## config.mk

```make
export PLATFORM = sky130hd
export DESIGN_NAME = ramif2axi
export DESIGN_NICKNAME = d
export VERILOG_FILES = /design/src/rtl/ramif2axi.sv
export SDC_FILE = /design/constraint.sdc
export NUM_CORES = 1
export LEC_CHECK = 0
export BUFFER_PORTS_ARGS = -buffer_cell sky130_fd_sc_hd__buf_2
export CAP_MARGIN = 20
export CORE_ASPECT_RATIO = 1.2
export CORE_UTILIZATION = 30
export DETAILED_ROUTE_END_ITERATION = 16
export PLACE_DENSITY = 0.69
export REMOVE_ABC_BUFFERS = 1
export SETUP_SLACK_MARGIN = 0.5
export SLEW_MARGIN = 15
export SYNTH_ARGS = -nofsm -noshare
export SYNTH_HDL_FRONTEND = slang
export SYNTH_SLANG_ARGS = --single-unit
```

## constraint.sdc

```tcl
create_clock -name clk -period 2.3 [get_ports clk]
set_clock_uncertainty 0.05 [all_clocks]
set_input_delay 0.23 -clock clk [delete_from_list [all_inputs] [get_ports clk]]
set_output_delay 0.23 -clock clk [all_outputs]
set_load 0.03 [all_outputs]
```

## src/rtl/ramif2axi.sv

```systemverilog
// ramif2axi: bridges a simple single-request RAM-style port onto an AXI4
// master. Each accepted request becomes exactly one single-beat AXI
// transaction; completion is reported with a one-cycle done pulse and an
// error pulse in the same cycle.
//
// Ports:
//   clk, rst_n              clock, asynchronous active-low reset
//   ram_addr/wdata/wstrb    request payload, captured on acceptance
//   ram_wr, ram_rd          request strobes (write wins when both are high)
//   ram_ready               high only while idle; request accepted when set
//   ram_rdata               last completed read data, held until next read
//   ram_rvalid, ram_wdone   one-cycle completion pulses
//   ram_err                 error pulse alongside ram_rvalid/ram_wdone
//   aw*/w*/b*, ar*/r*       AXI4 master write and read channels
module ramif2axi #(
  parameter int unsigned AWID      = 32,
  parameter int unsigned IDWID     = 4,
  parameter int unsigned DWID      = 64,
  parameter int unsigned WSTRB     = DWID/8,
  parameter int unsigned MASTER_ID = 0
) (
  input  logic              clk,
  input  logic              rst_n,
  input  logic [AWID-1:0]   ram_addr,
  input  logic [DWID-1:0]   ram_wdata,
  input  logic [WSTRB-1:0]  ram_wstrb,
  input  logic              ram_wr,
  input  logic              ram_rd,
  output logic              ram_ready,
  output logic [DWID-1:0]   ram_rdata,
  output logic              ram_rvalid,
  output logic              ram_wdone,
  output logic              ram_err,
  output logic [IDWID-1:0]  awid,
  output logic [AWID-1:0]   awaddr,
  output logic [7:0]        awlen,
  output logic [2:0]        awsize,
  output logic [1:0]        awburst,
  output logic              awvalid,
  input  logic              awready,
  output logic [DWID-1:0]   wdata,
  output logic [WSTRB-1:0]  wstrb,
  output logic              wlast,
  output logic              wvalid,
  input  logic              wready,
  input  logic [IDWID-1:0]  bid,
  input  logic [1:0]        bresp,
  input  logic              bvalid,
  output logic              bready,
  output logic [IDWID-1:0]  arid,
  output logic [AWID-1:0]   araddr,
  output logic [7:0]        arlen,
  output logic [2:0]        arsize,
  output logic [1:0]        arburst,
  output logic              arvalid,
  input  logic              arready,
  input  logic [IDWID-1:0]  rid,
  input  logic [DWID-1:0]   rdata,
  input  logic [1:0]        rresp,
  input  logic              rlast,
  input  logic              rvalid,
  output logic              rready
);

  typedef enum logic [2:0] {IDLE, WREQ, WRESP, RREQ, RDATA} state_t;

  localparam logic [2:0]       AXSIZE = 3'($clog2(WSTRB));
  localparam logic [IDWID-1:0] MID    = IDWID'(MASTER_ID);

  state_t state, state_nxt;

  logic accept_wr, accept_rd;
  logic aw_pending, w_pending;
  logic b_hs, r_hs;

  assign accept_wr = (state == IDLE) && ram_wr;
  assign accept_rd = (state == IDLE) && !ram_wr && ram_rd;

  // A write channel still owes a handshake only while its valid is high
  // and the slave is not taking it this cycle.
  assign aw_pending = awvalid && !awready;
  assign w_pending  = wvalid && !wready;

  // bready/rready are only ever high in WRESP/RDATA, so these handshakes
  // cannot fire in any other state.
  assign b_hs = bvalid && bready;
  assign r_hs = rvalid && rready;

  assign ram_ready = (state == IDLE);

  assign awid    = MID;
  assign arid    = MID;
  assign awlen   = '0;
  assign arlen   = '0;
  assign awsize  = AXSIZE;
  assign arsize  = AXSIZE;
  assign awburst = 2'b01;
  assign arburst = 2'b01;
  assign wlast   = 1'b1;

  always_ff @(posedge clk or negedge rst_n) begin
    if (!rst_n) state <= IDLE;
    else        state <= state_nxt;
  end

  always_comb begin
    state_nxt = state;
    unique case (state)
      IDLE:    if (accept_wr) state_nxt = WREQ;
               else if (accept_rd) state_nxt = RREQ;
      WREQ:    if (!aw_pending && !w_pending) state_nxt = WRESP;
      WRESP:   if (b_hs) state_nxt = IDLE;
      RREQ:    if (arvalid && arready) state_nxt = RDATA;
      RDATA:   if (r_hs) state_nxt = IDLE;
      default: state_nxt = IDLE;
    endcase
  end

  always_ff @(posedge clk or negedge rst_n) begin
    if (!rst_n) begin
      awvalid    <= 1'b0;
      wvalid     <= 1'b0;
      arvalid    <= 1'b0;
      bready     <= 1'b0;
      rready     <= 1'b0;
      ram_rvalid <= 1'b0;
      ram_wdone  <= 1'b0;
      ram_err    <= 1'b0;
      ram_rdata  <= '0;
      awaddr     <= '0;
      araddr     <= '0;
      wdata      <= '0;
      wstrb      <= '0;
    end else begin
      // Ready strobes are registered from the next state so they are high
      // exactly for the cycles spent in the response states.
      bready     <= (state_nxt == WRESP);
      rready     <= (state_nxt == RDATA);
      ram_wdone  <= b_hs;
      ram_rvalid <= r_hs;
      ram_err    <= (b_hs && ((bresp != 2'b00) || (bid != MID))) ||
                    (r_hs && ((rresp != 2'b00) || (rid != MID) || !rlast));

      if (accept_wr) begin
        awvalid <= 1'b1;
        wvalid  <= 1'b1;
        awaddr  <= ram_addr;
        wdata   <= ram_wdata;
        wstrb   <= ram_wstrb;
      end else begin
        if (awvalid && awready) awvalid <= 1'b0;
        if (wvalid && wready)   wvalid  <= 1'b0;
      end

      if (accept_rd) begin
        arvalid <= 1'b1;
        araddr  <= ram_addr;
      end else if (arvalid && arready) begin
        arvalid <= 1'b0;
      end

      if (r_hs) ram_rdata <= rdata;
    end
  end

endmodule

```

==> summary.md <==
| Metric | Value |
|---|---|
| Worst setup EP type | `register` |
| Synthesized flop and latch total | `211` |
| Final Cycle Share | `78.6%` |
| Detailed Place HPWL | `15.5 mm` |
| Clk Tree Root Cell | `clkbuf_16` |
| Vias in the first global route | `6,899` |
| Main combinational cell family by area after synthesis | `multiplexers` |
| LEAKAGE | `6.81 nW` |
| IO Port Bufs | `398` |
| Area grow syn2layout | `59.6%` |
| First-pass GRT wire length | `36.4 mm` |
| CTS tree | `done` |
| Drt via density | `4.29` |
| Total congestion overflow | `0` |
| Via count | `6,425` |
| CP max stage cell | `dfrtp_1` |
| Top delay family on crit path | `simple AND/OR/NAND/NOR gates` |
| Num ports | `434` |
| RSZ-0062 raised after global routing | `yes` |
| Post-Syn Instances | `504` |
| H-tree Lvls | `1` |
| Iteration-0 DRC Markers | `127` |
| Max_cap viols | `0` |
| Worst rel slew slack | `62.8%` |
| Crit path DAT | `2.14 ns` |
| Slew Limit Fails | `0` |
| Combinational fraction of design power | `48.6%` |
| Slew @ Worst Pin | `0.557 ns` |
| F_max | `0.553 GHz` |
| Yosys warns | `0` |
| Most numerous cell on the critical path | `buf_12` |
| Fin. Hold Viols | `0` |
| Internal | `0.0114 W` |
| DR pass1 iterations | `4` |
| Total track usage | `16.2%` |
| PnR worst setup slack | `0.493 ns` |
| Synth cell types | `29` |
| Final nets | `1,296` |
| Critical path type | `reg -> reg` |
| Share of layout cells above drive strength 1 | `59.9%` |
| Synth Area in Compound Gates | `0.665%` |
| CTS Sinks | `211` |
| Post-synthesis mux area share | `29.2%` |
| Seq/Total Area, Yosys | `62.3%` |
| Switching power | `0.00812 W` |
| Fin Hold WS | `0.0481 ns` |
| Syn Std Cell Area | `0.00847 mm²` |
| Die Span X | `155 µm` |
| Antenna Nets Post-Route | `0` |
| Final wirelength | `25.7 mm` |
| Total CTS buffers | `22` |
| Worst stage delay on the critical path | `0.42 ns` |
| Area of the core | `0.0278 mm²` |
| Simple-Gate Fraction of Synth Area | `1.74%` |
| Period minus WS final | `1.81 ns` |
| P per Cell Area | `1440 mW/mm²` |
| Sw frac | `41.7%` |
| CP startpoint kind | `register` |
| Sequential share of power | `33.4%` |
| Area leader, netlist | `dfrtp_1` |
| Clk_lat worst skew | `0.49 ns` |
| Synth Area in XOR/XNOR | `0%` |
| Critical path, cell by cell | `nor3_4 > and2_4 > buf_12 > buf_12 > buf_16 > mux2_2` |
| Starting Density | `30.4%` |
| Ranking of synthesized cells by area | `dfrtp_1, mux2_2, mux2_4` |
| Crit path max fanout | `6` |
| Residual DRC | `0` |
| Syn Area/Cell | `16.8 µm²` |
| Dpl cells | `1,271` |
| Die area | `0.0289 mm²` |
| Worst-case clock buffer depth | `3` |
| N_diodes | `0` |
| Final Non-Filler Cells | `1,498` |
| Worst Hold Class | `in -> reg` |
| Critical path required time | `2.63 ns` |
| Worst VDD drop | `936 µV` |
| Routed len/inst | `17.2 µm` |
| Placement Setup Slack | `0.371 ns` |
| Setup TNS | `0 ns` |
| Buf/Inv on CP | `3` |
| Routability cong. | `0.744` |
| Synth Area in Adders | `0%` |
| Clock transition at path regs | `0.06 ns` |
| Outcome | `completed` |
| Clock group share of total power | `18.0%` |
| Rows | `67` |
| Largest net degree at the start of global routing | `66` |
| Initial antenna violation count | `1` |
| Top cell type's share of synthesized area | `62.3%` |
| Count of final setup violators | `0` |
| Die height | `186 µm` |
==> timing repair <==
action / CTS / global route
buffers inserted: 4 / 7
pin swaps: 1 / 2
hold endpoints to repair: 263 / 0
setup endpoints to repair: 58 / 110
resized for setup: 4 / 13
gates cloned: 0 / 4
hold buffers: 175 / 0
==> final timing paths <==
check                      cells past startpoint          to  slack (ns)       start
max                                            6    wdata[8]        0.49    state[1]
min                                            2   ram_wdone        0.05      bvalid
max reg2reg                                    6    wdata[8]        0.49    state[1]
min reg2reg                                    1  araddr[25]        0.45  araddr[25]
max in group asynchronous                      3    state[0]        1.27       rst_n
min in group asynchronous                      2   wdata[30]        0.25       rst_n
==> Yosys cell counts <==
cell	count
dfrtp_1	211
mux2_2	140
mux2_4	60
buf_4	39
buf_2	9
buf_12	7
nand2_1	5
inv_1	3
nand2b_1	3
o21ai_0	3
o31ai_1	3
conb_1	2
nand3_1	2
nor2_1	2
a21bo_2	1
and2_1	1
and2_4	1
buf_6	1
clkbuf_1	1
nand3b_2	1
nor3_1	1
nor3_4	1
nor4_1	1
o2111ai_1	1
or2_2	1
or3_1	1
or3b_2	1
or4_1	1
or4b_2	1
==> registers in the layout (all words and copies together), names as in the netlist <==
name        flops
araddr         32
arvalid         1
awaddr         32
awvalid         1
bready          1
ram_err         1
ram_rdata      64
ram_rvalid      1
ram_wdone       1
rready          1
state           3
wdata          64
wstrb           8
wvalid          1
==> layer usage <==
layer  up-vias  track usage, %  share of wire [%]  routed length (µm)
li1       2885               -                  -                   -
met1      3142            16.8                 35                9030
met2       331            30.3                 53               13600
met3        65            4.40                7.7                1990
met4         2            7.18                4.4                1140
met5         -               0              0.051                  13
==> layout make-up <==
type                    instances  area, µm²
well taps                     379        474
clock inverters                 2       10.0
repair buffers                602       4180
inverters                       3       11.3
clock buffers                  35        711
multi-input cells             266       2850
fillers                      2390      14300
flip-flops and latches        211       5280
==> cells by family (layout without fill, tap and decap cells) <==
family,after synthesis,in the layout
compound gates,8,8
buf+inv,60,642
flops,211,211
mux,200,200
other cells,2,35
simple gates,23,23
==> metrics by stage <==
step | utilization (%) | area (µm²) | power [W]
detailed placement | 38.7 | 10800 | 0.0153
floorplan | - | 8100 | 0.0125
finish | 48.6 | 13500 | 0.0195
CTS | 47.7 | 13300 | 0.0191
global route | 48.6 | 13500 | 0.0204
global placement | 38.7 | 10800 | 0.0151
==> power groups by stage <==
stage	clock (W)	combinational, W	sequential, W
final	0.00350	0.00946	0.00651
after global routing	0.00375	0.00992	0.00670
after CTS	0.00361	0.00908	0.00645
after detailed placement	0	0.00880	0.00646
after global placement	0	0.00867	0.00640
after floorplan	0	0.00264	0.00982
==> worst register-to-register path, delay by kind of cell (launching register included) <==
kind | cells | cell delay [ns]
AND/OR/NAND/NOR | 2 | 0.50
flip-flops | 1 | 0.42
buffers and inverters | 3 | 0.37
multiplexers | 1 | 0.35
==> cells in the final DEF, fill, tap and decap left out, types with 3 or more instances in the layout <==
cell | netlist | layout
buf_2 | 9 | 397
dlygate4sd3_1 | 0 | 175
o31ai_1 | 3 | 3
nand2_1 | 5 | 5
o21ai_0 | 3 | 3
mux2_2 | 140 | 130
dfrtp_1 | 211 | 210
clkbuf_8 | 0 | 10
clkbuf_1 | 1 | 3
nand2b_1 | 3 | 3
buf_12 | 7 | 7
buf_4 | 39 | 13
mux2_4 | 60 | 70
clkbuf_16 | 0 | 27
conb_1 | 2 | 35
Power figures use the tool's default switching activity.
